$ cat config.mk
export PLATFORM = sky130hd
export DESIGN_NAME = hamming_secded_pipe
export DESIGN_NICKNAME = d
export VERILOG_FILES = /design/src/rtl/hamming_secded_pipe.sv
export SDC_FILE = /design/constraint.sdc
export NUM_CORES = 1
export LEC_CHECK = 0
export ABC_AREA = 1
export CAP_MARGIN = 20
export CORE_ASPECT_RATIO = 0.6
export CORE_MARGIN = 3
export CORE_UTILIZATION = 52
export DETAILED_ROUTE_END_ITERATION = 8
export HOLD_SLACK_MARGIN = 0.15
export PLACE_DENSITY = 0.78
export SLEW_MARGIN = 25
export SYNTH_ARGS = -nofsm -noshare
export SYNTH_HDL_FRONTEND = slang
export SYNTH_SLANG_ARGS = --single-unit
$ cat constraint.sdc
create_clock -name clk -period 1.8 [get_ports clk]
set_input_delay 0.36 -clock clk [delete_from_list [all_inputs] [get_ports clk]]
set_output_delay 0.36 -clock clk [all_outputs]
set_load 0.01 [all_outputs]
$ cat src/rtl/hamming_secded_pipe.sv
// Two-stage pipelined SECDED Hamming decoder with valid/ready handshake and
// saturating corrected/uncorrectable error counters.
module hamming_secded_pipe #(
    parameter int unsigned DATA_W = 4,
    parameter int unsigned CNT_W  = 16,
    // Smallest P with 2^P >= DATA_W+P+1, valid for DATA_W up to 64
    localparam int unsigned P  = (DATA_W <= 4)  ? 3 :
                                 (DATA_W <= 11) ? 4 :
                                 (DATA_W <= 26) ? 5 :
                                 (DATA_W <= 57) ? 6 : 7,
    localparam int unsigned CW = DATA_W + P + 1
) (
    input  logic              clk,
    input  logic              rst,
    input  logic              in_valid,
    output logic              in_ready,
    input  logic [CW-1:0]     in_code,
    output logic              out_valid,
    input  logic              out_ready,
    output logic [DATA_W-1:0] out_data,
    output logic              out_err_corr,
    output logic              out_err_uncorr,
    output logic [P-1:0]      out_syndrome,
    input  logic              cnt_clr,
    output logic [CNT_W-1:0]  cnt_corr,
    output logic [CNT_W-1:0]  cnt_uncorr
);

    // Positions 1..CW-1 whose index has bit b set; syndrome bit b is their parity.
    function automatic logic [CW-1:0] syn_mask(input int unsigned b);
        logic [CW-1:0] m;
        m = '0;
        for (int unsigned i = 1; i < CW; i++) begin
            if (((i >> b) & 1) != 0) m = m | (CW'(1) << i);
        end
        return m;
    endfunction

    // Codeword position of data bit j: the j-th non-power-of-two position.
    function automatic int unsigned data_pos(input int unsigned j);
        int unsigned n;
        int unsigned pos;
        n   = 0;
        pos = 0;
        for (int unsigned i = 1; i < CW; i++) begin
            if ((i & (i - 1)) != 0) begin
                if (n == j) pos = i;
                n++;
            end
        end
        return pos;
    endfunction

    logic              s1_valid;
    logic [CW-1:0]     s1_code;
    logic [P-1:0]      s1_syn;
    logic              s1_par;

    logic              s1_en;
    logic              s2_en;
    logic [P-1:0]      syn_c;
    logic              par_c;
    logic              in_range;
    logic              err_corr_c;
    logic              err_uncorr_c;
    logic [CW-1:0]     flip_mask;
    logic [CW-1:0]     fixed_code;
    logic [DATA_W-1:0] data_c;
    logic              xfer;

    assign s2_en    = !out_valid || out_ready;
    assign s1_en    = !s1_valid || s2_en;
    assign in_ready = s1_en && !rst;
    assign xfer     = out_valid && out_ready;

    for (genvar b = 0; b < P; b++) begin : g_syn
        localparam logic [CW-1:0] Mask = syn_mask(b);
        assign syn_c[b] = ^(in_code & Mask);
    end
    assign par_c = ^in_code;

    always_comb begin
        in_range     = 32'(s1_syn) < CW;
        err_corr_c   = s1_par && in_range;
        err_uncorr_c = (s1_syn != '0 && !s1_par) || (s1_par && !in_range);
        flip_mask    = (err_corr_c && s1_syn != '0) ? (CW'(1) << s1_syn) : '0;
        fixed_code   = s1_code ^ flip_mask;
    end

    for (genvar j = 0; j < DATA_W; j++) begin : g_extract
        localparam int unsigned Pos = data_pos(j);
        assign data_c[j] = fixed_code[Pos];
    end

    always_ff @(posedge clk) begin
        if (rst) begin
            s1_valid       <= 1'b0;
            s1_code        <= '0;
            s1_syn         <= '0;
            s1_par         <= 1'b0;
            out_valid      <= 1'b0;
            out_data       <= '0;
            out_err_corr   <= 1'b0;
            out_err_uncorr <= 1'b0;
            out_syndrome   <= '0;
        end else begin
            if (s1_en) begin
                s1_valid <= in_valid;
                if (in_valid) begin
                    s1_code <= in_code;
                    s1_syn  <= syn_c;
                    s1_par  <= par_c;
                end
            end
            if (s2_en) begin
                out_valid <= s1_valid;
                if (s1_valid) begin
                    out_data       <= data_c;
                    out_err_corr   <= err_corr_c;
                    out_err_uncorr <= err_uncorr_c;
                    out_syndrome   <= s1_syn;
                end
            end
        end
    end

    // Clear wins over a same-cycle increment; counters stick at all-ones.
    always_ff @(posedge clk) begin
        if (rst || cnt_clr) begin
            cnt_corr   <= '0;
            cnt_uncorr <= '0;
        end else if (xfer) begin
            if (out_err_corr && cnt_corr != '1) cnt_corr <= cnt_corr + CNT_W'(1);
            if (out_err_uncorr && cnt_uncorr != '1) cnt_uncorr <= cnt_uncorr + CNT_W'(1);
        end
    end

endmodule

### After elaboration in Yosys (flattened, before gate mapping)

Index checks and enable logic that the tools add are counted.

| operators by class | value |
|---|---|
| bitwise operators | 1 |
| shift-type cells | 1 |
| reduce and logical (&&, ||, !) cells | 22 |
| add/sub/neg operators | 2 |
| equality and inequality tests | 2 |
| muxes and demuxes | 1 |

Operator list:

| kind | number |
|---|---|
| adder 16 x 1 -> 16 bit, second input constant | 2 |
| != test 16 bit, second input constant | 2 |
| parity 8 bit | 4 |
| two-way mux 8 bit | 1 |
| AND reduction 2 bit | 4 |
| << shifter 1 x 3 -> 8 bit, first input constant | 1 |
| XOR 8 bit | 1 |
| logical AND 1 bit | 6 |
| logical NOT 1 bit | 4 |
| logical OR 1 bit | 3 |
| nonzero test 3 bit | 1 |

| word-level totals | value |
|---|---|
| register bits | 55 |
| output and inout bits | 43 |

### Longest topological paths before layout

Gate-level depths: netlist of run 1.

| depth | value |
|---|---|
| depth in word-level cells | 4 |
| mapped depth | 10 |
| depth with buffers taken out | 10 |

### Worst setup path before layout of run 1

OpenSTA, ideal clock, no wires.

| timing | value |
|---|---|
| path kind | register to register |
| start point | register cnt_corr[0] |
| end point | register cnt_corr[13] |
| stages on the path, launching flop included | 10 |
| setup time | 0.115 ns |
| slack | 0.308 ns |
| period minus slack after synthesis | 1.492 ns |
| data arrival time | 1.377 ns |
| buffers on the path | 1 |
| path through | dfxtp_1 -> ha_1 -> nand2_2 -> nor2_4 -> nand2_2 -> nor2_4 -> nor2_4 -> buf_6 -> a21oi_1 -> nor2_1 |

| on the way | value |
|---|---|
| cells in the longest elaborated chain, start to end | 3 |
| elaborated cells between the ends (all ways) | 4 |
| those cells by class | add/sub: 1; eq/ne: 1; reduce/logical: 2 |

Ends and longest elaborated chain:

| what | RTL line | text |
|---|---|---|
| start: declaration | 25 | `output logic [CNT_W-1:0] cnt_corr,` |
| start signal: assignment | 133 | `if (out_err_corr && cnt_corr != '1) cnt_corr <= cnt_corr + CNT_W'(1);` |
| branches (longest 3 deep; another with adder 16 x 1 -> 16 bit) | n/a |  |

Several ways; the timed one is not identified.
A chain may end at the register's enable or synchronous reset.

### Worst setup path after layout of run 1

| timing | value |
|---|---|
| start point | register cnt_uncorr[13] |
| end point | output cnt_uncorr[13] |

RTL lines:

| what | RTL line | text |
|---|---|---|
| start: declaration | 26 | `output logic [CNT_W-1:0] cnt_uncorr` |
| start signal: assignment | 134 | `if (out_err_uncorr && cnt_uncorr != '1) cnt_uncorr <= cnt_uncorr + CNT_W'(1);` |

No word-level cell between the ends.

==> metrics, run 1 <==
Seq/Total Area, Yosys=36.14%; Max-cap violations=0; reg-to-reg endpoint=cnt_uncorr[3]; CP max FO=7; IO Count=56; pre-CTS setup slack=-162.4 ps; first-pass GRT wire length=12.25 mm; GRT Util Overall=23.57%; Syn-to-layout area delta=28.65%; cts bufs inserted=5; async set or reset register ratio after synthesis=0%; Slew HR=72.22%; nets=511; final number of max-transition violations=0; crit end category=output pin; Clk pwr share=33.4%; Area after DPL=3531 sq um; Synth warnings=0; final hold violation count=0; Syn Nets=441; DR vias/cell=5.110; WHS Path Cells=2; commonest cells after routing, fill and taps aside=nand2_1 (103), nor2_1 (77), clkdlybuf4s50_1 (54); Top FF cell, synth=dfxtp_1; final wirelength=7.183 mm; Netlist cell types=26; initial antenna violation count=0; leading area contributor after synthesis=dfxtp_1; r2r startpoint=cnt_uncorr[0]; Worst Path Arrival=1360 ps; top cells by area, synth=dfxtp_1 (36%), nand2_1 (14%), nor2_1 (10%), inv_1 (7.0%), nand3_1 (5.7%); # diodes=0; num rows=20; DRC=0; PwrDens=606.2 nW/um^2; Largest stage delay, worst path=590 ps; actual slew at the worst max-slew pin=415.7 ps; post-DR wirelength/cell=12.76 um; kind of critical path=reg2out; switching share of power=25.58%; port bufs=55; largest net degree at the start of global routing=18; leakage=1.529 nW; gr ovfl total=0; DP HPWL=5.506 mm; number of global-route vias before repair=2701; period utilization=95.38%; Worst Hold Class=reg2reg; reg2reg setup slack=180 ps; via count=2877; CTS tree=built; most common library cell in the layout ignoring fill and taps=nand2_1; combinational power share=12.8%; Die W=101.2 um; CP max stage cell=clkdlybuf4s50_1; status=completed; peak supply drop=0.0004847 V; setup violators final=0; Seq cells post-synth=51; Post-DRT Antenna Nets=0; clk sinks=51; Die ar.=6383 sq um; Core Area=5155 sq um; R2R depth=7; Top delay family on crit path=buffers and inverters; final critical-path required period=1717 ps; Synth top area share=36.14%; f_max=0.5824 GHz; Initial Util=54.81%; Post-CTS Setup Bufs=0; CTS clock-pin slew for the worst setup and hold paths=90 ps; Clk Latency, worst-skew pair=300 ps; clk_skew=8.091 ps; Internal=0.001640 W; Initial DRT Pass Iterations=5; cell area after synthesis=2825 sq um; CP Capture Point=cnt_uncorr[13]; 1st-iter DRT viols=164; Flop pwr share=53.8%; cells after synthesis=426; CP Data Required Time=1440 ps; WP buf/inv=1; Post-synth EDFFs=0; Final Wtd Congestion=0.8476; CP cell instances=clkdlybuf4s50_1; Worst Setup SP=cnt_uncorr[13]; Longest Clk Path Bufs=2; worst setup margin=83.11 ps; Die Y=63.10 um; critical path depth=1; NetSw=0.0005637 W; final instance area=3635 sq um; Syn Area/Cell=6.632 sq um; H-tree Lvls=2; RSZ-0062 raised after global routing=no; CP startpoint kind=flip-flop; layout cell share with drive strength beyond 1=9.457%; clock root buffer=clkbuf_8
==> state kept, by name, summed over array words and instances, names as in the netlist, 3 cells and up <==
register and cells:
cnt_corr 16, cnt_uncorr 16, out_data 4, s1_code 4, out_syndrome 3, s1_syn 3
==> cell type report <==
class	instances	area, sq um
inverters	56	210.2
clock inverters	1	7.507
flip-flops and latches	51	1022
repair buffers	70	661.9
fillers	458	1520
clock buffers	7	96.34
well taps	66	82.58
multi-input cells	312	1554
==> worst min-delay path by stage <==
stage                           from          to  slack [ps]
final                     s1_code[6]  s1_code[6]         480
after CTS                 s1_code[6]  s1_code[6]         480
after global routing      s1_code[6]  s1_code[6]         500
after detailed placement  s1_code[6]  s1_code[6]         460
after global placement    s1_code[6]  s1_code[6]         460
after floorplan           s1_code[3]  s1_code[3]         450
==> Yosys cell counts, types with 2 or more instances <==
master	instances
a21oi_1	23
buf_2	2
clkbuf_1	3
dfxtp_1	51
ha_1	2
inv_1	53
inv_2	2
nand2_1	103
nand2_2	3
nand3_1	32
nand3_2	6
nand4_1	5
nor2_1	77
nor2_2	5
nor2_4	6
nor3_1	2
o21ai_0	18
xnor2_1	11
xor2_1	15
==> metal layers <==
layer,global-route usage [%],wire length (um)
met3,4.867,508
met5,0,0
met2,35.91,3108
met1,34.61,3524
met4,4.312,41
==> worst register-to-register path, stage by stage (launching register included) <==
cell and delay [ps]:
dfxtp_1 410, ha_1 230, nand2_1 80, nor2_2 130, nand3_2 160, o21bai_4 270, nand2_1 110, a21oi_1 160
==> power by group through the flow <==
stage | logic (W) | clock network (W) | registers (W)
6_report | 0.000282 | 0.000735 | 0.00119
5_1_grt | 0.000312 | 0.000801 | 0.00119
4_1_cts | 0.000281 | 0.000746 | 0.00119
3_5_place_dp | 0.000281 | 0 | 0.00121
3_3_place_gp | 0.000272 | 0 | 0.00121
2_1_floorplan | 0.000155 | 0 | 0.00121
==> cell families (layout without fill, tap and decap cells) <==
logic type               after synthesis  after routing  synth area share (%)
AO/OA/AOI/OAI                         44             44                 8.459
XOR/XNOR                              26             26                 8.060
adder cells (fa/ha/maj)                2              2                0.8856
buffers and inverters                 63            134                 8.857
flip-flops                            51             51                 36.14
AND/OR/NAND/NOR                      240            240                 37.60
==> what timing repair did <==
item                                    in CTS  in global routing
endpoints found under the setup margin       1                  1
hold buffers                                 0                  0
gates resized for setup                      1                  1
==> stage by stage <==
step	power (W)	hold WS, ps	util, %	setup TNS (ps)	cells
after global routing	0.002305	495.9	70.51	0	563
after global placement	0.001482	460.7	68.50	-876.4	555
after detailed placement	0.001493	464.8	68.50	-1735	555
after CTS	0.002213	478.8	70.49	0	563
final	0.002203	475.5	70.51	0	563
after floorplan	0.001367	446.8	-	0	426
No activity file was read; power rests on OpenSTA's default activity.
==> inputs of run 2 (changes only) <==
Clock period 1.8 ns to 1.9 ns, I/O delays scaled along.
==> run 2 against run 1 <==
  * Register-to-register slack improved by 90 ps
  * Die area unchanged
  * First-iteration DRC count is 5.5% higher
  * Via count fell by 3.4%
  * Global-route usage grew 0.094 points
  * Combinational power fell by 7.1%
  * Critical path type unchanged
  * Critical endpoint is now cnt_uncorr[7]
  * Highest routed layer unchanged
==> metrics, run 2 (same netlist as run 1, synthesis figures left out) <==
reg2reg setup slack=270 ps; DP HPWL=5.356 mm; DRC=0; CTS tree=built; Clk Latency, worst-skew pair=300 ps; Clk pwr share=33.4%; top flop regs=cnt_corr x16, cnt_uncorr x16; final critical-path required period=1739 ps; Top delay family on crit path=buffers and inverters; Flop pwr share=54.0%; CP max stage cell=clkdlybuf4s50_1; WP buf/inv=1; Initial Util=54.81%; num rows=20; reg-to-reg endpoint=cnt_uncorr[6]; clk_skew=8.331 ps; Core Area=5155 sq um; CP cell instances=clkdlybuf4s50_1; Worst Hold Class=reg2reg; port bufs=55; CP Data Required Time=1520 ps; R2R depth=7; peak supply drop=0.0003226 V; layout cell share with drive strength beyond 1=9.091%; Placed Cells=553; post-DR wirelength/cell=12.50 um; period utilization=91.53%; nets=509; Die W=101.2 um; Max-cap violations=0; cts bufs inserted=5; switching share of power=25.35%; Die Y=63.10 um; HP Start=s1_code[5]; gr ovfl total=0; NetSw=0.0005269 W; fin cells=561; f_max=0.5750 GHz; Hold Worst Slack=478.3 ps; actual slew at the worst max-slew pin=422.7 ps; Final Wtd Congestion=0.8390; final wirelength=7.014 mm; Initial DRT Pass Iterations=4; Post-DRT Antenna Nets=0; H-tree Lvls=2; final hold violation count=0; Worst Path Arrival=1360 ps; PwrDens=574.2 nW/um^2; leakage=1.519 nW; final number of max-transition violations=0; IO Count=56; CTS clock-pin slew for the worst setup and hold paths=90 ps; Die ar.=6383 sq um; CP startpoint kind=flip-flop; crit end category=output pin; 1st-iter DRT viols=173; clock root buffer=clkbuf_8; DR vias/cell=4.955; # diodes=0; initial antenna violation count=0; Largest stage delay, worst path=590 ps; via count=2780; GRT Util Overall=23.67%; Longest Clk Path Bufs=2; CP max FO=6; kind of critical path=reg2out; clk sinks=51; WHS Path Cells=2; r2r startpoint=cnt_uncorr[0]; Syn-to-layout area delta=28.12%; status=completed; largest net degree at the start of global routing=18; RSZ-0062 raised after global routing=no; Internal=0.001552 W; commonest cells after routing, fill and taps aside=nand2_1 (103), nor2_1 (77), clkdlybuf4s50_1 (54); combinational power share=12.6%; first-pass GRT wire length=12.25 mm; number of global-route vias before repair=2664; Slew HR=71.72%; most common library cell in the layout ignoring fill and taps=nand2_1; setup violators final=0; Hold Path End=s1_code[5]
## run 2: changes by cell type in the layout (fill, tap and decap cells not counted), sizes merged
cell  before  now
buf       15   13
## run 2: worst max-delay path by stage
| stage | from | to | slack (ps) | cells past startpoint |
|---|---|---|---|---|
| global placement | out_ready | in_ready | -80 | 6 |
| CTS | out_ready | in_ready | 150 | 6 |
| detailed placement | out_ready | in_ready | -110 | 6 |
| floorplan | cnt_corr[0] | cnt_corr[13] | 410 | 9 |
| global route | cnt_corr[1] | cnt_corr[9] | 80 | 10 |
| finish | cnt_uncorr[7] | cnt_uncorr[7] | 160 | 1 |
## run 2: power by group through the flow
| stage | Clock (W) | Combinational (W) | Sequential (W) |
|---|---|---|---|
| CTS | 0.000703 | 0.000263 | 0.00112 |
| global route | 0.000764 | 0.000295 | 0.00113 |
| global placement | 0 | 0.000256 | 0.00114 |
| detailed placement | 0 | 0.000262 | 0.00115 |
| finish | 0.000695 | 0.000262 | 0.00112 |
| floorplan | 0 | 0.000147 | 0.00115 |
## run 2: area by class of cell
class | instances | area (sq um)
sequential | 51 | 1022
multi-input combinational | 312 | 1554
clock buffer | 7 | 96.34
clock inverter | 1 | 7.507
tap | 66 | 82.58
inverter | 56 | 210.2
fill | 452 | 1535
timing repair buffer | 68 | 646.9
## run 2: stage by stage
step                setup TNS [ps]  cell area (sq um)  total power (W)  worst slack (ps)  utilization (%)
floorplan                        0               2825         0.001295             407.9                -
global placement            -266.4               3516         0.001400            -84.43            68.20
detailed placement          -782.1               3516         0.001408            -106.7            68.20
CTS                              0               3618         0.002087             150.8            70.19
global route                     0               3620         0.002184             76.14            70.22
finish                           0               3620         0.002079             160.9            70.22
## run 2: what timing repair did
item                       in CTS  in global routing
buffers inserted                0                  0
hold buffers                    0                  0
pin swaps                       0                  0
resized for setup               1                  1
setup endpoints to repair       1                  1
## run 2: metal layers
metal	up-vias	wire length (um)	global-route usage, %
met5	-	0	0
met4	0	38	4.478
met3	4	361	5.088
met2	66	2992	34.45
met1	1250	3621	35.88
li1	1460	-	-
## run 2: worst register-to-register path: stages, from the launching register on
cell	delay, ps
dfxtp_1	410
ha_1	230
nand2_1	80
nor2_2	140
nand3_2	160
o21bai_4	280
nand2_1	90
a21oi_1	170
==> inputs of run 3 (changes only) <==
--- a/constraint.sdc
+++ b/constraint.sdc
@@ -3,2 +3,2 @@
 set_output_delay 0.38 -clock clk [all_outputs]
-set_load 0.01 [all_outputs]
+set_load 0.02 [all_outputs]
==> run 3 against run 2 <==
  * Via count is 1.2% higher
  * Global-route usage is 0.74 points lower
  * Clock power is 28% higher
  * Critical path depth stayed put
  * Total power is 10% higher
  * Flip-flop and latch count stayed put
  * Cell count stayed put
  * First-iteration DRC count is 5.2% lower
  * Critical endpoint unchanged
==> metrics, run 3 (same netlist as run 1, synthesis figures left out) <==
Slew HR=72.40%; CP Data Required Time=1520 ps; Initial Util=54.81%; DR vias/cell=5.014; final wirelength=6.931 mm; HP Start=s1_code[3]; f_max=0.5443 GHz; Die W=101.2 um; fin cells=561; Largest stage delay, worst path=670 ps; Worst Setup SP=cnt_uncorr[7]; nets=509; CP max FO=6; Core Area=5155 sq um; R2R depth=9; Fillers=436; Placed Cells=553; final number of max-transition violations=0; Longest Clk Path Bufs=2; CP cell instances=clkdlybuf4s50_1; CTS clock-pin slew for the worst setup and hold paths=100 ps; WP buf/inv=1; r2r startpoint=cnt_corr[0]; gr ovfl total=0; first-pass GRT wire length=11.88 mm; clock root buffer=clkbuf_8; post-DR wirelength/cell=12.35 um; Hold Worst Slack=474.4 ps; top flop regs=cnt_corr x16, cnt_uncorr x16; cts bufs inserted=5; via count=2813; largest net degree at the start of global routing=18; initial antenna violation count=0; Clk Latency, worst-skew pair=300 ps; crit end category=output pin; Post-CTS Hold Fix Bufs=0; Top delay family on crit path=buffers and inverters; Worst Path Arrival=1460 ps; status=completed; num rows=20; pre-CTS setup slack=-152.8 ps; Die Y=63.10 um; Max-cap violations=0; GRT Util Overall=22.93%; setup violators final=0; clk_skew=6.041 ps; 1st-iter DRT viols=164; PwrDens=627.6 nW/um^2; actual slew at the worst max-slew pin=412.4 ps; DRC=0; final critical-path required period=1837 ps; period utilization=96.70%; clk sinks=51; CP startpoint kind=flip-flop; Post-DRT Antenna Nets=0; number of global-route vias before repair=2599; CTS tree=built; Initial DRT Pass Iterations=4; RSZ-0062 raised after global routing=no; final hold violation count=0; most common library cell in the layout ignoring fill and taps=nand2_1; DP HPWL=5.374 mm; Worst Hold Class=reg2reg; critical path depth=1; H-tree Lvls=2; CP max stage cell=clkdlybuf4s50_1; commonest cells after routing, fill and taps aside=nand2_1 (103), nor2_1 (77), clkdlybuf4s50_1 (54); port bufs=55; layout cell share with drive strength beyond 1=8.889%; leakage=1.533 nW; kind of critical path=reg2out; Syn-to-layout area delta=29.23%; IO Count=56; # diodes=0; Final Wtd Congestion=0.8536; worst setup margin=62.67 ps; peak supply drop=0.0004383 V; WHS Path Cells=2; Die ar.=6383 sq um
run 3: area by class of cell:
type	count	area, sq um	area share [%]
multi-input combinational	312	1554	42.56
sequential	51	1021	27.96
timing repair buffer	68	646.9	17.72
inverter	56	210.2	5.757
tap	66	82.58	2.262
clock buffer	5	68.82	1.885
clock inverter	3	67.56	1.851
run 3: final timing paths:
path	slack, ps	end
max	60	cnt_uncorr[7]
min	470	s1_code[3]
min reg2reg	470	s1_code[3]
max reg2reg	260	cnt_corr[3]
run 3: tightest hold or removal path, cell delays in order (launching register included):
cell and delay [ps]:
dfxtp_1 310, inv_1 70, a21oi_1 60
run 3: stage by stage:
stage / power [W] / setup TNS (ps) / utilization [%] / area [sq um]
2_1_floorplan: 0.001308 / 0 / - / 2825
3_3_place_gp: 0.001414 / -153.0 / 68.20 / 3516
3_5_place_dp: 0.001422 / -197.2 / 68.20 / 3516
4_1_cts: 0.002307 / 0 / 70.83 / 3651
5_1_grt: 0.002379 / 0 / 70.83 / 3651
6_report: 0.002291 / 0 / 70.83 / 3651
run 3: layer usage:
| layer | vias to the layer above | part of all wire [%] | wire, um | GRT usage, % |
|---|---|---|---|---|
| met4 | 0 | 0.32 | 22 | 4.478 |
| met5 | - | 0 | 0 | 0 |
| met1 | 1270 | 52 | 3575 | 34.52 |
| met3 | 4 | 6.7 | 462 | 5.088 |
| met2 | 74 | 41 | 2870 | 33.55 |
| li1 | 1465 | - | - | - |
run 3: repair_timing:
item / 4_1_cts / 5_1_grt
resized for setup: 1 / 0
setup endpoints to repair: 1 / 0
setup buffers: 0 / 0
hold endpoints to repair: 0 / 0
run 3: report_power, final:
part           switching [W]  leakage [nW]  total [W]  internal, W
logic               0.000157          1.05   0.000277     0.000120
registers          0.0000222         0.415    0.00112      0.00110
clock network       0.000367        0.0644   0.000892     0.000525
